<file path="src/rtl/data_bus_arbiter.sv">
// data_bus_arbiter: shares the data RAM and the 16-bit IO bus between the CPU load/store
// path and the UART loader, with round-robin arbitration and configurable wait states.
module data_bus_arbiter #(
    parameter logic [31:0] IO_BASE     = 32'hFFFF_FC00,
    parameter int          MEM_LATENCY = 1,
    parameter int          IO_LATENCY  = 1
) (
    input  logic        clk,
    input  logic        rst,
    input  logic        cpu_req,
    input  logic        cpu_write,
    input  logic [31:0] cpu_addr,
    input  logic [31:0] cpu_wdata,
    output logic [31:0] cpu_rdata,
    output logic        cpu_ack,
    output logic        cpu_stall,
    input  logic        uart_req,
    input  logic        uart_write,
    input  logic [31:0] uart_addr,
    input  logic [31:0] uart_wdata,
    output logic [31:0] uart_rdata,
    output logic        uart_ack,
    output logic [31:0] mem_addr,
    output logic [31:0] mem_wdata,
    output logic        mem_we,
    input  logic [31:0] mem_rdata,
    output logic [31:0] io_addr,
    output logic [31:0] io_wdata,
    output logic        io_read,
    output logic        io_write,
    input  logic [15:0] io_rdata
);
    typedef enum logic [1:0] {IDLE, MEM, IO, RESP} state_t;
    localparam logic [7:0] MEM_LAST = 8'(MEM_LATENCY - 1);
    localparam logic [7:0] IO_LAST  = 8'(IO_LATENCY - 1);

    state_t      state, next_state;
    logic        grant, last_grant, mask_cpu, mask_uart, write_q;
    logic [31:0] addr_q, wdata_q, rd_data, sel_addr;
    logic [7:0]  cnt;
    logic        req_c, req_u, pick_u, take, busy, first, last;

    // grant is 1 for the UART; on a tie the master that did not win last time goes first
    always_comb begin
        req_c    = cpu_req & ~mask_cpu;
        req_u    = uart_req & ~mask_uart;
        pick_u   = req_u & (~req_c | ~last_grant);
        take     = (state == IDLE) & (req_c | req_u);
        sel_addr = pick_u ? uart_addr : cpu_addr;
        busy     = (state == MEM) | (state == IO);
        first    = cnt == 8'd0;
        last     = cnt == ((state == MEM) ? MEM_LAST : IO_LAST);
        rd_data  = (state == MEM) ? mem_rdata : {16'h0, io_rdata};
    end

    always_ff @(posedge clk)
        state <= rst ? IDLE : next_state;

    always_comb
        next_state = (state == IDLE) ? (take ? ((sel_addr < IO_BASE) ? MEM : IO) : IDLE)
                   : busy ? (last ? RESP : state)
                   : IDLE;

    always_comb begin
        cpu_ack   = (state == RESP) & ~grant;
        uart_ack  = (state == RESP) & grant;
        cpu_stall = cpu_req & ~cpu_ack;
        mem_addr  = (state == MEM) ? addr_q : '0;
        mem_wdata = (state == MEM) ? wdata_q : '0;
        mem_we    = (state == MEM) & first & write_q;
        io_addr   = (state == IO) ? addr_q : '0;
        io_wdata  = (state == IO) ? wdata_q : '0;
        io_read   = (state == IO) & first & ~write_q;
        io_write  = (state == IO) & first & write_q;
    end

    // the mask hides a master's still-high req in the IDLE cycle right after its ack
    always_ff @(posedge clk) begin
        if (rst) begin
            grant      <= 1'b0;
            last_grant <= 1'b1;
            mask_cpu   <= 1'b0;
            mask_uart  <= 1'b0;
            write_q    <= 1'b0;
            addr_q     <= '0;
            wdata_q    <= '0;
            cnt        <= '0;
            cpu_rdata  <= '0;
            uart_rdata <= '0;
        end else begin
            mask_cpu  <= (state == RESP) & ~grant;
            mask_uart <= (state == RESP) & grant;
            cnt       <= (busy & ~last) ? cnt + 8'd1 : 8'd0;
            if (take) begin
                grant      <= pick_u;
                last_grant <= pick_u;
                addr_q     <= sel_addr;
                write_q    <= pick_u ? uart_write : cpu_write;
                wdata_q    <= pick_u ? uart_wdata : cpu_wdata;
            end
            if (busy & last & ~write_q & grant)
                uart_rdata <= rd_data;
            if (busy & last & ~write_q & ~grant)
                cpu_rdata <= rd_data;
        end
    end
endmodule

</file>
<file path="config.mk">
export PLATFORM = sky130hd
export DESIGN_NAME = data_bus_arbiter
export DESIGN_NICKNAME = d
export VERILOG_FILES = /design/src/rtl/data_bus_arbiter.sv
export SDC_FILE = /design/constraint.sdc
export NUM_CORES = 1
export LEC_CHECK = 0
export ABC_AREA = 1
export BUFFER_PORTS_ARGS = -buffer_cell sky130_fd_sc_hd__buf_2
export CAP_MARGIN = 20
export CORE_AREA = 2 2 148 150
export CTS_CLUSTER_DIAMETER = 30
export CTS_CLUSTER_SIZE = 28
export DETAILED_ROUTE_END_ITERATION = 8
export DIE_AREA = 0 0 150 152
export HOLD_SLACK_MARGIN = 0.1
export PLACE_DENSITY = 0.75
export SYNTH_ARGS = -nofsm -noshare
export SYNTH_HDL_FRONTEND = slang
export SYNTH_SLANG_ARGS = --single-unit
export TNS_END_PERCENT = 10
</file>
<file path="constraint.sdc">
create_clock -name clk -period 1.6 [get_ports clk]
set_input_delay 0.16 -clock clk [delete_from_list [all_inputs] [get_ports clk]]
set_output_delay 0.16 -clock clk [all_outputs]
set_load 0.03 [all_outputs]
</file>
* Word level (Yosys, flattened, before mapping)
Index checks and enable logic that the tools add are counted.
** Cells by class
- $add $sub $neg :: 1
- Order comparisons :: 1
- Equal/unequal tests :: 4
- Muxes and demuxes :: 13
- Bitwise logic cells :: 29
- Reductions and logical operators :: 3
** Operators by type and width (count)
- $mux W32 :: 7
- $lt A32 B32 Y1 const B :: 1
- $and A1 B1 Y1 :: 17
- $mux W2 :: 5
- $not A1 Y1 :: 9
- $add A8 B1 Y8 const B :: 1
- $logic_not A8 Y1 :: 1
- $eq A2 B2 Y1 const B :: 2
- $ne A3 B2 Y1 const B :: 1
- $or A1 B1 Y1 :: 3
- $eq A2 B1 Y1 const B :: 1
- $logic_not A2 Y1 :: 1
- $reduce_or A2 Y1 :: 1
- $mux W1 :: 1
** Word-level totals
- Flip-flop bits (word level) :: 143

* Depth between registers and ports, before layout
Gate-level depths: netlist of the first run.
- Depth in word-level cells :: 10
- Gate-level depth with buffers :: 13

* Least setup slack after synthesis of the first run
OpenSTA, ideal clock, no wires.
- Path kind :: register to output
- From :: register state[1]
- To :: output port mem_we
- Arrival :: 1.617 ns
- Required time :: 1.440 ns
- Slack :: -0.177 ns
- Stages on the path, launching flop included :: 8
- Path buffers :: 3
- Cells stage by stage :: dfxtp_1 -> inv_1 -> ha_1 -> clkbuf_1 -> buf_2 -> buf_2 -> nand2_1 -> nor2_1
** Between the ends
- Word-level cells in the longest chain between the ends :: 3
** RTL lines
- start: declaration :: line 37 : state_t state, next_state;
- start signal: assignment :: line 57 : state <= rst ? IDLE : next_state;
- $eq A2 B1 Y1 :: line 70 : mem_we = (state == MEM) & first & write_q;
- $and A1 B1 Y1 (2 in series) :: line 70
- end: declaration :: line 25 : output logic mem_we,
No other way between the ends.

* Worst setup path in the final report of the first run
- From :: register state[0]
- To :: output port io_addr[9]
** Between the ends
- Word-level cells in the longest chain between the ends :: 2
** RTL lines
- $eq A2 B2 Y1 :: line 71 : io_addr = (state == IO) ? addr_q : '0;
- $mux W32 :: line 71
- end: declaration :: line 27 : output logic [31:0] io_addr,
No other way between the ends.

==> results.md, run 1 <==
- Pin count of the biggest net entering global routing: 55
- RSZ-0062 raised after global routing: true
- Ratio of cells with drive above 1 in the final layout: approximately 47%
- Netlist Area Pre-Place: roughly 0.0073 mm²
- WL/cell: about 18 µm
- Reg2Reg Setup Slack: -0.08 ns
- Clk pin slew, worst setup/hold paths: 0.07 ns
- Vias: between 9000 and 10000
- Most common cell after layout, fill and taps aside: buf_2
- WS Path Type: reg -> out
- Post-synth net total: between 1000 and 1500
- Crit path DAT: 1.70 ns
- GRT Total Usage: a little over a quarter
- Sw Ratio: around 37%
- Failing checks: setup timing
- Commonest non-fill, non-tap cells in the layout: buf_2 (245), nand2_1 (178), buf_6 (141)
- Final WL: roughly 34000 µm
- Synth Warn #: 0
- Dpl ws: -0.0486 ns
- Synth Flop Type: dfxtp_1
- Setup slack after layout: -0.255 ns
- Htree depth: 4
- Initial Utilization: between 30% and 40%
- CTS Sinks: roughly 140
- PwrDens: roughly 900 mW/mm²
- HP Class: in -> reg
- Worst-case clock skew: 0.0160 ns
- GPL Wtd Cong: roughly 0.87
- CP max stage delay: 0.33 ns
- Via density: approximately 5
- Cells after Synth: around 1100
- Synth cell types: 26
- TritonCTS buffer count: 17
- Pins Over Slew Limit: 0
- CTS tree: done
- Final hold viol count: 0
- Worst Reg-to-Reg Cells: 9
- Die Span X: roughly 150 µm
- Iter 0 DRT Violations: 658
- Core Box Area: about 0.021 mm²
- Synthesized area per cell: 6.46 µm²
- Worst Path Buf+Inv: 6
- Switching power: between 4 and 5 mW
- Crit path launch type: flip-flop
- Critical Path End Type: output pin
- WHS: between 0.1 and 0.15 ns
- Dpl cells: between 1500 and 2000
- Die ar.: about 0.023 mm²
- Hold Path Stages: 5
- Post-Layout Cell Count: just under 2000
- Status: finished with violations
- Slew of the pin with the lowest slew margin: 0.364 ns
- Max Cap Viol: 0
- Leak Pwr: 7.20 nW
- ANT nets after route: 0
- Crit-path leading delay family: buffers and inverters
- Seq/Total Area, Yosys: approximately 39%
- VDD IR max: 670 µV
- Post-route minimum period: ~1.9 ns
- Sum Neg Setup Slack: -25.68 ns
- Root Driver: clkbuf_16
- Crit-path cells: inv_2 > buf_6 > ha_4 > buf_8 > clkbuf_16 > nand2_1 > inv_1 > buf_6
- Clock power frac: between 30 and 40%
- Area grow syn2layout: 83.0%
- Final period util: 116%
- Ys async rst share: 0%
- Most used cell, CP: buf_6
- Seq cells post-synth: between 100 and 150
- Port Buf Inserts: between 300 and 400
- Slowest-stage cell, CP: dfxtp_2
- CP Data Required Time: roughly 1.4 ns
- Vias in the first global route: 9130
- Total gr overflow: 0
- Critical Path Stages: 8
- First-pass GRT wire length: roughly 47000 µm
- Clock Path Buffers: 2
- Int Power: ~7.6 mW
- DRC viols: 0
- Fmax: roughly 540 MHz
- Number of flops mapped to enable cells by yosys: 0
- Half-perimeter wire length after placement: 17700 µm
- # rows: 54
- I/O Pins: between 300 and 400
- Final setup violating endpoints: 139
- DR pass1 iterations: 5
- Worst-Skew Late Latency: roughly 0.43 ns
- Nets@finish: about 1800
- Flop pwr share: 35.2%
- Rel. slew slack: between 70% and 80%
- Die height: about 150 µm
- Worst-path fanout max: 7
- Initial antenna violation count: 1
- Combinational fraction of design power: 30.7%
layout make-up:
cell class	instances	area (µm²)
antenna	2	5.00
clock buffer	17	425
clock inverter	15	211
fill	1645	7940
inverter	241	916
multi-input combinational	678	3810
sequential	143	2870
tap	280	350
timing repair buffer	551	4820
per-layer routing:
| layer | up-vias | part of all wire, % | global-route usage (%) |
|---|---|---|---|
| met5 | - | 0 | 0 |
| met2 | 680 | 49 | 43.7 |
| met4 | 0 | 5.5 | 14.5 |
| li1 | 4493 | - | - |
| met1 | 4442 | 36 | 30.4 |
| met3 | 159 | 9.6 | 6.64 |
synth_stat cells (2+ instances only):
cell      count  area [µm²]
ha_1          6        75.1
o21ai_1       6        30.0
clkbuf_1     47         176
nand4_2       2        25.0
buf_1         2        7.51
nor3b_1       4        30.0
buf_6         3        33.8
nand2_1     288        1080
inv_2         2        7.51
buf_2        21         105
nand3_1      61         305
inv_1       238         893
nand3b_1      5        37.5
o21ai_0      59         295
nor2_1       90         338
o211ai_1     43         323
a21oi_1      83         415
mux2_2       16         180
nor3_1        3        15.0
dfxtp_1     143        2860
a31oi_1       8        50.1
logic make-up after synthesis:
logic type	after synthesis	synth area share (%)
and+or+nand+nor	456	25.4
buffers and inverters	314	16.8
AOI/OAI and AO/OA	199	15.2
DFF	143	39.1
muxes	16	2.46
adders and majority gates	6	1.02
xor gates and xnor gates	1	0.120
per-stage QoR:
step	utilization, %	cell area, µm²	total power [mW]
5_1_grt	62.8	13400	12.6
3_5_place_dp	45.5	9720	6.82
3_3_place_gp	45.5	9720	6.78
2_1_floorplan	-	7330	5.84
6_report	62.8	13400	12.1
4_1_cts	59.5	12700	11.6
path summary, 6_finish.rpt:
path                                             startpoint                     endpoint
worst max-delay path                  state[0]$_SDFFE_PP0P_                   io_addr[9]
worst min-delay path                          mem_rdata[20]  uart_rdata[20]$_SDFFE_PP0P_
worst max register to register      last_grant$_SDFFE_PP1P_       addr_q[1]$_SDFFE_PP0P_
worst min register to register  uart_rdata[10]$_SDFFE_PP0P_  uart_rdata[10]$_SDFFE_PP0P_
worst reg2reg max path, cell delays in order (launching register included):
cell and delay, ns:
dfxtp_1 0.35, nand3_2 0.10, nand2_2 0.08, buf_12 0.18, clkinvlp_4 0.13, buf_12 0.19, nand2_1 0.13, nand3_1 0.09
o211ai_1 0.16, inv_1 0.13
power groups by stage:
stage	combinational (mW)	clock (mW)	sequential, mW
6_report	3.71	4.12	4.26
5_1_grt	3.93	4.35	4.29
4_1_cts	3.27	4.18	4.18
3_5_place_dp	2.59	0	4.23
3_3_place_gp	2.56	0	4.23
2_1_floorplan	1.50	0	4.34
timing repair:
action	in CTS	in global routing
resized for setup	346	226
setup endpoints to repair	142	267
hold endpoints to repair	63	0
buffers inserted	10	2
cloned	8	6
hold buffers	104	0
pin swaps	6	24
flip-flops by register name, indices dropped and copies added (netlist names):
| signal | count |
|---|---|
| cpu_rdata | 32 |
| addr_q | 32 |
| state | 2 |
| mask_cpu | 1 |
| grant | 1 |
| wdata_q | 32 |
| mask_uart | 1 |
| cnt | 8 |
| uart_rdata | 32 |
| write_q | 1 |
| last_grant | 1 |
No activity file was read; power rests on OpenSTA's default activity.
==> inputs of run 2 (changes only) <==
--- a/config.mk
+++ b/config.mk
@@ -5,16 +5,15 @@
 export SDC_FILE = /design/constraint.sdc
 export NUM_CORES = 1
 export LEC_CHECK = 0
-export ABC_AREA = 1
 export BUFFER_PORTS_ARGS = -buffer_cell sky130_fd_sc_hd__buf_2
 export CAP_MARGIN = 20
-export CORE_AREA = 2 2 148 150
+export CORE_AREA = 2 2 147 149
 export CTS_CLUSTER_DIAMETER = 30
 export CTS_CLUSTER_SIZE = 28
 export DETAILED_ROUTE_END_ITERATION = 8
-export DIE_AREA = 0 0 150 152
+export DIE_AREA = 0 0 149 151
 export HOLD_SLACK_MARGIN = 0.1
-export PLACE_DENSITY = 0.75
+export PLACE_DENSITY = 0.71
 export SYNTH_ARGS = -nofsm -noshare
 export SYNTH_HDL_FRONTEND = slang
 export SYNTH_SLANG_ARGS = --single-unit
==> constraint.sdc (replaced) <==
create_clock -name clk -period 1.9 [get_ports clk]
set_input_delay 0.19 -clock clk [delete_from_list [all_inputs] [get_ports clk]]
set_output_delay 0.19 -clock clk [all_outputs]
set_load 0.03 [all_outputs]
==> results.md, run 2 <==
- Core Box Area: approximately 0.021 mm²
- Post-route minimum period: between 1.5 and 2 ns
- Most common cell after layout, fill and taps aside: buf_2
- Post-synth net total: a little under 1000
- TritonCTS buffer count: 17
- Commonest non-fill, non-tap cells in the layout: buf_2 (360), dfxtp_1 (140), and2_1 (130)
- Diode count: 0
- Iter 0 DRT Violations: about 280
- I/O Pins: 380
- Pins Over Slew Limit: 0
- Via density: ~4.8
- CTS tree: done
- Initial antenna violation count: 1
- Synth Flop Type: dfxtp_1
- Slew of the pin with the lowest slew margin: about 0.52 ns
- Area grow syn2layout: 51.2%
- Status: completed
- Nets@finish: between 1000 and 1500
- Hold path startpoint: uart_wdata[12]
- Cell taking the most area after synthesis: dfxtp_1
- Yosys top cell area share: roughly two fifths
- Half-perimeter wire length after placement: between 15000 and 20000 µm
- Slowest-stage cell, CP: dfxtp_1
- Pin count of the biggest net entering global routing: between 70 and 80
- Count leader, synth: dfxtp_1
- Setup crit start: state[0]$_SDFFE_PP0P_
- Number of flops mapped to enable cells by yosys: 0
- R2R Path Start: state[1]$_SDFFE_PP0P_
- GRT Total Usage: between 10% and 20%
- Crit-path cells: buf_4 > ha_4 > buf_12 > clkbuf_16 > and2_1 > buf_2
- Design area: ~0.010 mm²
- WS Path Type: reg -> out
- Ratio of cells with drive above 1 in the final layout: slightly below 40%
- Root Driver: clkbuf_16
- Die Span X: approximately 150 µm
- Clk pin slew, worst setup/hold paths: 0.06 ns
- Clock Path Buffers: 2
- Vias in the first global route: 6603
- First-pass GRT wire length: 34100 µm
- VDD IR max: 538 µV
- Final WL: approximately 24000 µm
- Crit path launch type: flip-flop
- HP Class: in -> reg
- Initial Utilization: between 30% and 40%
- Total gr overflow: 0
- CTS Sinks: ~140
- Fmax: ~530 MHz
- Die height: 151 µm
- Netlist Area Pre-Place: roughly 0.007 mm²
- Worst-path fanout max: 11
- Worst-Skew Late Latency: around 0.42 ns
- Placement Cell Area: ~0.0091 mm²
- CP Data Required Time: about 1.7 ns
- Synthesized area per cell: just under 9 µm²
- RSZ-0062 raised after global routing: true
- Htree depth: 4
- Ys async rst share: 0%
- Seq/Total Area, Yosys: about 42%
- Worst-case clock skew: between 0.01 and 0.015 ns
- Die ar.: 0.0225 mm²
- Seq cells post-synth: between 100 and 150
- ANT nets after route: 0
- Leak Pwr: a little over 5 nW
- Crit path DAT: roughly 1.7 ns
- Final hold viol count: 0
- Rel. slew slack: between 60 and 70%
- Max Cap Viol: 0
- Sum Neg Setup Slack: 0 ns
- WL/cell: 16.1 µm
- PwrDens: 959 mW/mm²
- Cells after Synth: between 700 and 800
- Synth cell types: 34
- Synth Warn #: 0
- Port Buf Inserts: between 300 and 400
- CP max stage delay: between 0.3 and 0.4 ns
- Critical Path End Type: output pin
- Vias: 7135
- List of most frequent post-synthesis cells: dfxtp_1 (143), and2_1 (132), nor2_1 (106)
- GPL Wtd Cong: about 0.89
- DRC viols: 0
- Synth top area cells: dfxtp_1 (42%), and2_1 (12%), mux2i_1 (12%)
- Final period util: about 98%
- # rows: 53
- Final setup violating endpoints: 0
- DR pass1 iterations: 5
## run 2: cell count changes after synthesis, sizes merged, moves of 11 or more
cell	change
mux2	-16
inv	-234
a21oi	-50
and2	+132
a211oi	+98
o211ai	-43
nand3	-24
mux2i	+81
nand2	-253
nor2	+15
o21ai	-60
clkbuf	-11
## run 2: layout make-up
cell class | instances | area, µm²
sequential | 143 | 2870
fill | 1939 | 10400
inverter | 6 | 22.5
multi-input combinational | 578 | 3760
clock inverter | 14 | 124
clock buffer | 18 | 429
tap | 275 | 344
timing repair buffer | 452 | 2880
## run 2: per-stage QoR
step | worst slack, ns | instances | hold slack, ns | util [%] | power (mW)
finish | 0.0294 | 1486 | 0.121 | 50.1 | 10.0
global route | -0.0520 | 1486 | 0.101 | 50.1 | 10.6
CTS | 0.00349 | 1475 | 0.100 | 48.5 | 9.82
detailed placement | -0.0100 | 1405 | 0.443 | 43.9 | 6.57
global placement | 0.0991 | 1405 | 0.440 | 43.9 | 6.51
floorplan | 0.182 | 796 | 0.353 | - | 5.58
## run 2: cells by family (layout without fill, tap and decap cells)
| family | count (synthesis) | in the layout | share of synthesized area [%] |
|---|---|---|---|
| AOI/OAI and AO/OA | 139 | 139 | 13.8 |
| adders and majority gates | 6 | 6 | 1.09 |
| buffers and inverters | 75 | 490 | 4.97 |
| and+or+nand+nor | 346 | 346 | 26.1 |
| xor gates and xnor gates | 6 | 6 | 0.762 |
| DFF | 143 | 143 | 41.5 |
| muxes | 81 | 81 | 11.8 |
## run 2: what timing repair did
action / CTS / global route
cloned: 0 / 6
hold buffers: 34 / 0
endpoints found under the hold margin: 47 / 0
buffers inserted: 4 / 5
pin swaps: 2 / 3
setup endpoints to repair: 98 / 154
gates resized for setup: 12 / 55
## run 2: worst paths after layout
check	end	slack (ns)	cells after the start
setup / recovery	mem_addr[9]	0.03	6
hold / removal	wdata_q[12]$_SDFFE_PP0P_	0.12	3
setup reg to reg	cpu_rdata[14]$_SDFFE_PP0P_	0.13	7
hold reg to reg	uart_rdata[29]$_SDFFE_PP0P_	0.45	2
## run 2: worst max-delay path: cells and delay by family (launching register included)
kind                       cells  cell delay, ns
buffers and inverters          4            0.61
and+or+nand+nor                1            0.15
adders and majority gates      1            0.18
DFF                            1            0.31
## run 2: power breakdown
group / switching, mW / leakage (nW) / internal [mW]
logic: 1.92 / 3.71 / 1.29
registers: 0.271 / 1.18 / 3.38
clock network: 1.42 / 0.256 / 1.72
## run 2: layer usage
metal	share of wire (%)	global-route usage, %	vias up
li1	-	-	3564
met1	42	23.1	3223
met2	50	34.7	313
met3	7.0	4.34	33
met4	1.4	5.95	2
met5	0.029	0	-
==> inputs of run 3 (changes only) <==
==> constraint.sdc (replaced) <==
create_clock -name clk -period 1.9 [get_ports clk]
set_input_delay 0.285 -clock clk [delete_from_list [all_inputs] [get_ports clk]]
set_output_delay 0.285 -clock clk [all_outputs]
set_load 0.03 [all_outputs]
==> results.md, run 3 (same netlist as run 2, synthesis figures left out) <==
- Status: finished with violations
- Failing checks: setup timing
- Leak Pwr: approximately 5 nW
- Nets@finish: around 1400
- RSZ-0062 raised after global routing: true
- Rel. slew slack: about 70%
- Most common cell after layout, fill and taps aside: buf_2
- Placement Cell Area: 0.00920 mm²
- Crit path launch type: flip-flop
- Htree depth: 4
- DRC viols: 0
- HP Class: in -> reg
- Die ar.: 0.0225 mm²
- Worst-case clock skew: about 0.012 ns
- Core Box Area: 0.0208 mm²
- Worst-Skew Late Latency: around 0.42 ns
- TritonCTS buffer count: 17
- CTS Sinks: about 140
- Iter 0 DRT Violations: roughly 270
- ANT nets after route: 0
- Post-Layout Cell Count: around 1500
- Design area: roughly 0.011 mm²
- Die Span X: approximately 150 µm
- Critical Path End Type: output pin
- Post-route minimum period: 1.91 ns
- WL/cell: 16.6 µm
- Clock Path Buffers: 2
- Pwr Total: between 10 and 15 mW
- Post-CTS Hold Fix Bufs: 0
- Final hold viol count: 0
- Setup slack after layout: -0.00777 ns
- VDD IR max: between 500 and 600 µV
- Area grow syn2layout: 53.1%
- Pin count of the biggest net entering global routing: approximately 70
- # rows: between 50 and 60
- Initial Utilization: approximately a third
- Ratio of cells with drive above 1 in the final layout: roughly 40%
- PwrDens: roughly 950 mW/mm²
- GRT Total Usage: around 20%
- I/O Pins: 380
- Dpl cells: about 1400
- WHS: about 0.15 ns
- Vias: 7028
- Combinational fraction of design power: between 30 and 40%
- Half-perimeter wire length after placement: roughly 17000 µm
- Commonest non-fill, non-tap cells in the layout: buf_2 (248), dfxtp_1 (140), and2_1 (130)
- Flop pwr share: a little over a third
- Vias in the first global route: roughly 6500
- Final core utilization: 50.7%
- Via density: approximately 4.8
- Fmax: about 520 MHz
- Int Power: roughly 6.4 mW
- Clk pin slew, worst setup/hold paths: roughly 0.070 ns
- Worst-path fanout max: 23
- Sum Neg Setup Slack: -0.00854 ns
- Dpl ws: ~0.052 ns
- GPL Wtd Cong: about 0.89
- Switching power: between 3 and 4 mW
- WS Path Type: reg -> out
- Sw Ratio: between 30% and 40%
- Pins Over Slew Limit: 0
- Slew of the pin with the lowest slew margin: between 0.4 and 0.5 ns
- Max Cap Viol: 0
- Final WL: 24100 µm
- CP Data Required Time: 1.62 ns
- Root Driver: clkbuf_16
- Crit path DAT: around 1.6 ns
- Clock power frac: between 30% and 40%
- Total gr overflow: 0
- First-pass GRT wire length: ~35000 µm
- Initial antenna violation count: 2
- CTS tree: done
- Die height: 151 µm
- Port Buf Inserts: about 380
- Final period util: 100%
- Final setup violating endpoints: 2
- DR pass1 iterations: 4
-- run 3: cell count changes in the layout (fill, tap and decap cells not counted), sizes merged --
| cell | previous run | this run |
|---|---|---|
| buf | 413 | 376 |
| dlygate4sd3 | 34 | 0 |
| bufbuf | 0 | 1 |
| diode | 0 | 1 |
| clkbuf | 23 | 56 |
-- run 3: final timing paths --
path | startpoint | to | slack [ns] | cells past startpoint
hold / removal | mem_rdata[21] | cpu_rdata[21]$_SDFFE_PP0P_ | 0.15 | 3
setup / recovery | state[0]$_SDFFE_PP0P_ | io_wdata[19] | -0.008 | 5
hold reg to reg | uart_rdata[19]$_SDFFE_PP0P_ | uart_rdata[19]$_SDFFE_PP0P_ | 0.45 | 2
setup reg to reg | cnt[1]$_SDFF_PP0_ | cnt[7]$_SDFF_PP0_ | 0.08 | 8
-- run 3: final cells by class --
cell class | instances | area, µm²
Antenna cell | 1 | 2.50
Clock buffer | 17 | 425
Clock inverter | 14 | 121
Fill cell | 1979 | 10300
Inverter | 6 | 22.5
Multi-Input combinational cell | 578 | 3780
Sequential cell | 143 | 2870
Tap cell | 275 | 344
Timing Repair Buffer | 416 | 2990
-- run 3: timing repair --
| item | 4_1_cts | 5_1_grt |
|---|---|---|
| endpoints found under the hold margin | 0 | 0 |
| cloned | 2 | 3 |
| pin swaps | 2 | 2 |
| setup endpoints to repair | 89 | 158 |
| resized for setup | 119 | 98 |
| setup buffers | 3 | 1 |
-- run 3: power groups by stage --
stage,combinational [mW],sequential (mW),clock [mW]
3_5_place_dp,2.87,3.71,0
2_1_floorplan,1.71,3.86,0
6_report,3.24,3.65,3.15
3_3_place_gp,2.82,3.70,0
4_1_cts,3.06,3.65,3.23
5_1_grt,3.48,3.70,3.36
-- run 3: worst max-delay path, stage by stage, from the launching register on --
cell and delay, ns:
dfxtp_1 0.31, inv_1 0.12, ha_4 0.24, buf_12 0.19, and2_1 0.16, clkbuf_4 0.19
-- run 3: per-layer routing --
metal	GRT usage (%)	vias to the layer above	part of all wire (%)	wire length (µm)
met5	0	-	0.066	16
met4	6.19	2	2.1	495
met3	4.34	32	6.2	1490
met2	34.7	285	50	12100
met1	24.0	3208	42	10000
li1	-	3501	-	-
